<file path="config.mk">
export PLATFORM = sky130hd
export DESIGN_NAME = anton_neopixel_stream_seq
export DESIGN_NICKNAME = d
export VERILOG_FILES = /design/src/rtl/anton_neopixel_stream_seq_pkg.sv /design/src/rtl/anton_neopixel_latch_timer.sv /design/src/rtl/anton_neopixel_stream_seq.sv
export SDC_FILE = /design/constraint.sdc
export NUM_CORES = 1
export LEC_CHECK = 0
export BUFFER_PORTS_ARGS = -buffer_cell sky130_fd_sc_hd__buf_2
export CAP_MARGIN = 20
export CELL_PAD_IN_SITES_DETAIL_PLACEMENT = 1
export CELL_PAD_IN_SITES_GLOBAL_PLACEMENT = 2
export CORE_MARGIN = 4
export CORE_UTILIZATION = 29
export CTS_CLUSTER_DIAMETER = 120
export DETAILED_ROUTE_END_ITERATION = 10
export PLACE_DENSITY_LB_ADDON = 0.08
export SLEW_MARGIN = 20
export SYNTH_ARGS = -nofsm -noshare
export SYNTH_HDL_FRONTEND = slang
export SYNTH_HIERARCHICAL = 1
export SYNTH_SLANG_ARGS = --single-unit
</file>
<file path="constraint.sdc">
create_clock -name clk7mhz -period 2.3 [get_ports clk7mhz]
set_input_delay 0.23 -clock clk7mhz [delete_from_list [all_inputs] [get_ports clk7mhz]]
set_output_delay 0.23 -clock clk7mhz [all_outputs]
set_load 0.01 [all_outputs]
</file>
<file path="src/rtl/anton_neopixel_stream_seq_pkg.sv">
// Shared macros (state encodings, CLOG2, parameter defaults) and types for the neopixel sequencer.
// Optional feature macro used by the top: ANTON_NEOPIXEL_FRAME_COUNT_EN.
`ifndef ANTON_COMMON_VH
`define ANTON_COMMON_VH
`define ENUM_STATE_RESET      1'b0
`define ENUM_STATE_TRANSMIT   1'b1
`define CLOG2(x)              $clog2(x)
`define BUFFER_END_DEFAULT    255
`define RESET_CYCLES_DEFAULT  400
`endif

package anton_neopixel_stream_seq_pkg;

    typedef enum logic {
        ST_RESET    = `ENUM_STATE_RESET,
        ST_TRANSMIT = `ENUM_STATE_TRANSMIT
    } seq_state_e;

endpackage

</file>
<file path="src/rtl/anton_neopixel_latch_timer.sv">
// Latch-period up-counter: start clears it, enable advances it, done flags the final count.
module anton_neopixel_latch_timer #(
    parameter int RESET_CYCLES = `RESET_CYCLES_DEFAULT
) (
    input  logic clk7mhz,
    input  logic rst,
    input  logic start,
    input  logic enable,
    output logic done
);
    localparam int RST_BITS = `CLOG2(RESET_CYCLES + 1);
    localparam logic [RST_BITS-1:0] CNT_LAST = RST_BITS'(RESET_CYCLES - 1);

    logic [RST_BITS-1:0] cnt_q;
    logic [RST_BITS-1:0] cnt_d;

    // done is combinational so the sequencer can act on the same edge the count wraps
    assign done = enable && !start && (cnt_q == CNT_LAST);

    always_comb begin
        cnt_d = cnt_q;
        if (start) begin
            cnt_d = '0;
        end else if (enable) begin
            cnt_d = done ? '0 : cnt_q + RST_BITS'(1);
        end
    end

    always_ff @(posedge clk7mhz) begin
        if (rst) begin
            cnt_q <= '0;
        end else begin
            cnt_q <= cnt_d;
        end
    end

endmodule

</file>
<file path="src/rtl/anton_neopixel_stream_seq.sv">
// Neopixel frame sequencer: steps the pixel index during TRANSMIT and times the RESET latch gap.
// Define ANTON_NEOPIXEL_FRAME_COUNT_EN to add the 16-bit frame_count output.
module anton_neopixel_stream_seq
    import anton_neopixel_stream_seq_pkg::*;
#(
    parameter int BUFFER_END   = `BUFFER_END_DEFAULT,
    parameter int RESET_CYCLES = `RESET_CYCLES_DEFAULT,
    localparam int BUFFER_BITS = `CLOG2(BUFFER_END + 1)
) (
    input  logic                   clk7mhz,
    input  logic                   rst,
    input  logic                   reg_ctrl_init,
    input  logic                   reg_ctrl_run,
    input  logic                   reg_ctrl_loop,
    input  logic                   reg_ctrl_32bit,
    input  logic                   stream_bit_of,
    input  logic                   stream_pixel_of,
    output logic                   state,
`ifdef ANTON_NEOPIXEL_FRAME_COUNT_EN
    output logic [15:0]            frame_count,
`endif
    output logic [BUFFER_BITS-1:0] pixel_index,
    output logic                   frame_done,
    output logic                   run_clear
);
    seq_state_e             state_q, state_d;
    logic [BUFFER_BITS-1:0] idx_q, idx_d;
    logic                   frame_done_q, frame_done_d;
    logic                   run_clear_q, run_clear_d;
    logic                   active;
    logic                   timer_start;
    logic                   timer_done;
    logic [BUFFER_BITS-1:0] idx_base;
    logic [BUFFER_BITS-1:0] idx_step;

    assign active = reg_ctrl_run && !reg_ctrl_init;

    // 32-bit mode realigns to a word boundary so a mid-frame mode switch lands on a pixel start
    assign idx_base = reg_ctrl_32bit ? (idx_q & ~BUFFER_BITS'(3)) : idx_q;
    assign idx_step = reg_ctrl_32bit ? BUFFER_BITS'(4) : BUFFER_BITS'(1);

    anton_neopixel_latch_timer #(
        .RESET_CYCLES(RESET_CYCLES)
    ) u_latch_timer (
        .clk7mhz (clk7mhz),
        .rst     (rst),
        .start   (timer_start),
        .enable  (active && (state_q == ST_RESET)),
        .done    (timer_done)
    );

    always_comb begin
        state_d      = state_q;
        idx_d        = idx_q;
        frame_done_d = 1'b0;
        run_clear_d  = 1'b0;
        timer_start  = 1'b0;
        if (reg_ctrl_init) begin
            state_d     = ST_RESET;
            idx_d       = '0;
            timer_start = 1'b1;
        end else if (active) begin
            case (state_q)
                ST_TRANSMIT: begin
                    if (stream_bit_of) begin
                        if (stream_pixel_of) begin
                            state_d     = ST_RESET;
                            idx_d       = '0;
                            timer_start = 1'b1;
                        end else begin
                            idx_d = idx_base + idx_step;
                        end
                    end
                end
                default: begin
                    if (timer_done) begin
                        frame_done_d = 1'b1;
                        if (reg_ctrl_loop) begin
                            state_d = ST_TRANSMIT;
                            idx_d   = '0;
                        end else begin
                            run_clear_d = 1'b1;
                        end
                    end
                end
            endcase
        end
    end

    always_ff @(posedge clk7mhz) begin
        if (rst) begin
            state_q      <= ST_RESET;
            idx_q        <= '0;
            frame_done_q <= 1'b0;
            run_clear_q  <= 1'b0;
        end else begin
            state_q      <= state_d;
            idx_q        <= idx_d;
            frame_done_q <= frame_done_d;
            run_clear_q  <= run_clear_d;
        end
    end

`ifdef ANTON_NEOPIXEL_FRAME_COUNT_EN
    logic [15:0] frame_count_q, frame_count_d;

    assign frame_count_d = frame_done_d ? frame_count_q + 16'd1 : frame_count_q;

    always_ff @(posedge clk7mhz) begin
        if (rst) begin
            frame_count_q <= '0;
        end else begin
            frame_count_q <= frame_count_d;
        end
    end

    assign frame_count = frame_count_q;
`endif

    assign state       = state_q;
    assign pixel_index = idx_q;
    assign frame_done  = frame_done_q;
    assign run_clear   = run_clear_q;

endmodule

</file>
==> results of run 1 <==
==> worst max-delay path, cell delays in order, from the launching register on <==
cell	delay, ns
dfxtp_4	0.35
and4_4	0.14
or2_4	0.23
or4b_4	0.54
nor4_4	0.17
and3b_2	0.27
o221ai_4	0.13
or3_1	0.32
a21oi_1	0.14
==> registers in the layout, indices dropped and copies added (netlist names) <==
| signal | count |
|---|---|
| frame_done | 1 |
| pixel_index | 8 |
| run_clear | 1 |
| state | 1 |
| u_latch_timer/cnt_q | 9 |
==> cell usage in the layout (no fill, tap or decap), types with 2 or more instances in the layout <==
master / netlist / layout
xor2_1: 4 / 4
clkbuf_4: 0 / 3
nand2_1: 8 / 8
nor2b_1: 3 / 3
a31oi_1: 2 / 2
inv_1: 2 / 2
dfxtp_1: 20 / 19
nand3_1: 3 / 3
o21ai_0: 7 / 5
nand2b_1: 2 / 2
or3_1: 7 / 6
nand4_1: 4 / 4
o21ai_1: 0 / 2
buf_2: 1 / 18
a21oi_1: 9 / 8
a22oi_2: 0 / 3
ha_1: 3 / 3
buf_4: 0 / 17
nor2_1: 10 / 10
==> stage by stage <==
step | cell area (um2) | TNS [ns] | setup slack (ns)
floorplan | 1050 | -0.693 | -0.233
global placement | 1310 | -0.778 | -0.156
detailed placement | 1310 | -1.38 | -0.258
CTS | 1360 | -0.118 | -0.0754
global route | 1420 | -0.567 | -0.159
finish | 1420 | -0.0922 | -0.0578
==> routing by layer <==
metal / track usage [%] / share of wire [%]
met3: 2.16 / 3.8
met5: 0 / 0
met2: 22.5 / 45
met4: 6.08 / 0.82
met1: 19.1 / 50
==> cells by family after synthesis <==
logic type / count (synthesis) / share of synthesized area [%]
DFF: 20 / 38.7
and+or+nand+nor: 54 / 32.9
adders and majority gates: 3 / 3.63
AOI/OAI and AO/OA: 29 / 19.8
buffers and inverters: 4 / 1.57
xor gates and xnor gates: 4 / 3.39
==> final timing paths <==
kind	startpoint	endpoint	slack, ns	cells after the start
setup / recovery	state	pixel_index[5]	-0.06	8
hold / removal	reg_ctrl_loop	run_clear	0.14	2
setup reg to reg	state	pixel_index[5]	-0.06	8
hold reg to reg	pixel_index[7]	pixel_index[7]	0.51	2
==> power by group through the flow <==
stage               clock network [W]  registers [W]  logic [W]
detailed placement                  0       0.000354  0.0000437
global placement                    0       0.000354  0.0000424
CTS                          0.000221       0.000347  0.0000443
finish                       0.000209       0.000347  0.0000468
global route                 0.000231       0.000347  0.0000518
floorplan                           0       0.000354  0.0000195
==> cell type report <==
type	instances	area [um2]	share of cell area, %
Inverter	2	7.51	0.531
Timing Repair Buffer	36	229	16.2
Tap cell	46	57.6	4.07
Multi-Input combinational cell	90	681	48.1
Clock buffer	4	36.3	2.56
Sequential cell	20	404	28.6
==> timing repair <==
item,in CTS,in global routing
resized for setup,1,10
buffers inserted,1,2
pin swaps,3,4
setup endpoints to repair,9,9
cloned,0,0
==> impl_metrics.tcl, run 1 <==
set metrics [dict create \
    via_count 996 \
    finalCriticalPeriod_ns 2.36 \
    ctsHoldBuffers 0 \
    die_w_um 67.7 \
    holdWs_ns 0.138 \
    violations "negative setup slack" \
    fmax_mhz 424 \
    synth_most_common_cell "dfxtp_1" \
    drv_cap 0 \
    antenna_found_initial 0 \
    combinationalPowerShare_pct 7.8 \
    post-dp-hpwl_mm 2.23 \
    start_util_pct 30.5 \
    fin_ws_ns -0.0578 \
    power_density_nw_per_um2 425 \
    power_frac_seq_pct 57.6 \
    outcome "finished with violations" \
    synth.distinct_cells 40 \
    clkPwrFrac_pct 34.7 \
    core_area_um2 3390 \
    cp.arrival_ns 2.59 \
    die_area_um2 4590 \
    fin_util_pct 41.7 \
    synth_seq_cells 20 \
    ioPinCount 19 \
    tightestPinTransition_ns 0.412 \
    syn_to_final_growth_pct 36.8 \
    synthTopCellsByArea "dfxtp_1 39%, a21oi_1 4.4%, or3_1 4.2%" \
    drt_iter0_markers 43 \
    ant_nets 0 \
    num_rows 21 \
    n_antenna_cell 0 \
    hp-class "in2reg" \
    p_sw_w 0.000138 \
    grt_usage_pct 14.3 \
    fp.dieH_um 67.7 \
    numCtsBuffers 3 \
    grt_pass1_wl_mm 4.91 \
    first_pass_iters 4 \
    cts_num_sinks 20 \
    cp_max_fo 4 \
    final.fill_count 402 \
    yosys.area.top_type "dfxtp_1" \
    synth_warnings 6 \
    vias_per_cell 5.03 \
    nets 164 \
    synth_fp_nets 125 \
    clk_path_buf_depth 2 \
    postSynthCellCount 114 \
    post_synth.cell_area_avg_um2 9.08 \
    synth_flop_cell "dfxtp_1" \
    peakVddDrop_uv 219 \
    wl_per_cell_um 14.2 \
    gp_congestion 0.759 \
    drv_slew 0 \
    grt_pass1_vias 1018 \
    async_flop_share_pct 0 \
    seq_area_frac_synth_pct 38.7 \
    internal_power_w 0.000464 \
    grt_max_degree 12 \
    finalClockSkew_ns 0.0126 \
    fin_crit_sh_pct 103 \
    grt_setup_unrepaired "true" \
    start_kind "flop" \
    power_leakage_nw 0.549 \
    htreeDepth 1 \
    path_clk_slew_ns 0.11 \
    io_buffers 18 \
    finalHoldViolations 0 \
    fin_cells 198 \
    drive_above_1_share_pct 39.5 \
    netlist_top_cells_count "20 x dfxtp_1, 10 x nor2_1, 9 x a21oi_1, 8 x nand2_1" \
    clock_latency_ns 0.30 \
    dp_cells 192 \
    synth_area_um2 1030 \
    root_buffer "clkbuf_4" \
    switching_share_pct 22.9 \
    routed_wl_mm 2.82 \
    synth-edff-count 0 \
    relSlewSlack_pct 72.4 \
    grt_overflow 0 \
    endpoint_kind "flop" \
    power_w 0.000602 \
    critPathKind "reg2reg" \
    cts_tree "yes" \
    cp.required_ns 2.53 \
    synth_top_area_share_pct 38.7 \
    setup_violations 3 \
    remaining_drc_errors 0 \
]
No activity file was read; power rests on OpenSTA's default activity.
==> inputs of run 2 (changes only) <==
--- a/config.mk
+++ b/config.mk
@@ -7,7 +7,7 @@
 export LEC_CHECK = 0
 export BUFFER_PORTS_ARGS = -buffer_cell sky130_fd_sc_hd__buf_2
 export CAP_MARGIN = 20
-export CELL_PAD_IN_SITES_DETAIL_PLACEMENT = 1
+export CELL_PAD_IN_SITES_DETAIL_PLACEMENT = 0
 export CELL_PAD_IN_SITES_GLOBAL_PLACEMENT = 2
 export CORE_MARGIN = 4
 export CORE_UTILIZATION = 29
==> run 2 against run 1 <==
Power is 0.31% lower. Clock-buffer cell count stayed put. Final cell count is 1.5% higher. Setup slack better by 0.0079 ns. Utilization is 0.37 points higher. Global-route usage is 1.4 points lower. The run still ends with negative setup slack left. Critical path depth stayed put. Clock skew is 0.011 ns lower. First-iteration DRC count is 19% higher.
==> impl_metrics.tcl, run 2 (same netlist as run 1, synthesis figures left out) <==
set metrics [dict create \
    root_buffer "clkbuf_4" \
    cts_num_sinks 20 \
    finalClockSkew_ns 0.00156 \
    num_rows 21 \
    grt_overflow 0 \
    remaining_drc_errors 0 \
    grt_setup_unrepaired "true" \
    power_density_nw_per_um2 420 \
    slowest_stage "or4b_4" \
    die_area_um2 4590 \
    hp-class "in2reg" \
    critPathKind "reg2reg" \
    io_buffers 18 \
    vias_per_cell 4.97 \
    grt_max_degree 12 \
    fp.dieH_um 67.7 \
    peakVddDrop_uv 176 \
    fmax_mhz 426 \
    ctsHoldBuffers 0 \
    first_pass_iters 4 \
    drive_above_1_share_pct 40.0 \
    place_area_um2 1310 \
    final.fill_count 352 \
    drv_slew 0 \
    cts_tree "yes" \
    routed_wl_mm 2.61 \
    grt_usage_pct 12.9 \
    cp_slowest_stage_delay_ns 0.56 \
    finalCriticalPeriod_ns 2.35 \
    start_util_pct 30.5 \
    clk_path_buf_depth 2 \
    tightestPinTransition_ns 0.408 \
    drv_cap 0 \
    wl_per_cell_um 13.0 \
    power_leakage_nw 0.562 \
    post-dp-hpwl_mm 1.99 \
    htreeDepth 1 \
    mostFrequentLayoutCells "20 x buf_4, 19 x dfxtp_1, 18 x buf_2" \
    core_area_um2 3390 \
    via_count 999 \
    grt_pass1_wl_mm 4.59 \
    syn_to_final_growth_pct 38.0 \
    largest_reg_flops 9 \
    fin_ws_ns -0.0498 \
    cp.arrival_ns 2.59 \
    drt_iter0_markers 51 \
    power_w 0.000600 \
    fin_crit_sh_pct 102 \
    violations "negative setup slack" \
    grt_pass1_vias 1006 \
    final_area_um2 1430 \
    cp.required_ns 2.54 \
    relSlewSlack_pct 72.7 \
    die_w_um 67.7 \
    regMostFlops "u_latch_timer/cnt_q" \
    finalHoldViolations 0 \
    antenna_found_initial 0 \
    critical_path.cell_chain "and4_4 -> or2_4 -> or4b_4 -> nor4_4 -> and3b_2 -> o221ai_4 -> or3_1 -> a21oi_1" \
    cp_max_fo 4 \
    numCtsBuffers 3 \
    setup_violations 4 \
    outcome "finished with violations" \
    n_antenna_cell 0 \
    nets 167 \
    clock_latency_ns 0.30 \
    path_clk_slew_ns 0.12 \
    endpoint_kind "flop" \
    final_common_cell "buf_4" \
    start_kind "flop" \
    ioPinCount 19 \
    gp_congestion 0.759 \
    ant_nets 0 \
    fin_util_pct 42.1 \
]
==> run 2: changes by cell type in the layout (fill, tap and decap cells not counted), sizes merged <==
cell / delta
buf: +3
==> run 2: path summary, 6_finish.rpt <==
kind | to | depth (start not counted) | slack, ns | from
hold / removal | run_clear | 2 | 0.12 | reg_ctrl_loop
setup reg to reg | pixel_index[5] | 8 | -0.05 | state
hold reg to reg | pixel_index[7] | 2 | 0.50 | pixel_index[7]
setup / recovery | pixel_index[5] | 8 | -0.05 | state
==> run 2: per-stage QoR <==
| stage | hold slack (ns) | worst slack (ns) | setup TNS, ns | cells |
|---|---|---|---|---|
| floorplan | 0.302 | -0.233 | -0.693 | 114 |
| CTS | 0.115 | -0.0360 | -0.0603 | 197 |
| global route | 0.114 | -0.150 | -0.419 | 201 |
| detailed placement | 0.450 | -0.211 | -1.09 | 192 |
| global placement | 0.451 | -0.156 | -0.778 | 192 |
| finish | 0.124 | -0.0498 | -0.112 | 201 |
==> run 2: where the power goes <==
group / internal [W] / leakage (nW) / switching (W)
clock: 0.0000964 / 0.0210 / 0.000112
combinational: 0.0000216 / 0.379 / 0.0000238
sequential: 0.000346 / 0.162 / 0.000000657
total: 0.000464 / 0.562 / 0.000136
==> run 2: routing by layer <==
layer	track usage [%]	up-vias	routed length [um]
met3	2.33	2	118
met4	3.80	0	16
met2	19.9	17	1160
met5	0	-	0
li1	-	510	-
met1	18.1	470	1310
==> run 2: layout make-up <==
| cell class | instances | area (um2) | share of cell area, % |
|---|---|---|---|
| Multi-Input combinational cell | 90 | 671 | 47.0 |
| Sequential cell | 20 | 404 | 28.3 |
| Timing Repair Buffer | 39 | 251 | 17.6 |
| Tap cell | 46 | 57.6 | 4.03 |
| Clock buffer | 4 | 36.3 | 2.54 |
| Inverter | 2 | 7.51 | 0.526 |
==> run 2: what timing repair did <==
item                       in CTS  in global routing
setup endpoints to repair       9                  9
pin swaps                       4                  3
buffers inserted                1                  4
resized for setup               0                  8
==> run 2: critical path, delay by kind of cell, from the launching register on <==
| family | cells | cell delay, ns |
|---|---|---|
| and+or+nand+nor | 6 | 1.68 |
| DFF | 1 | 0.36 |
| AOI/OAI and AO/OA | 2 | 0.25 |
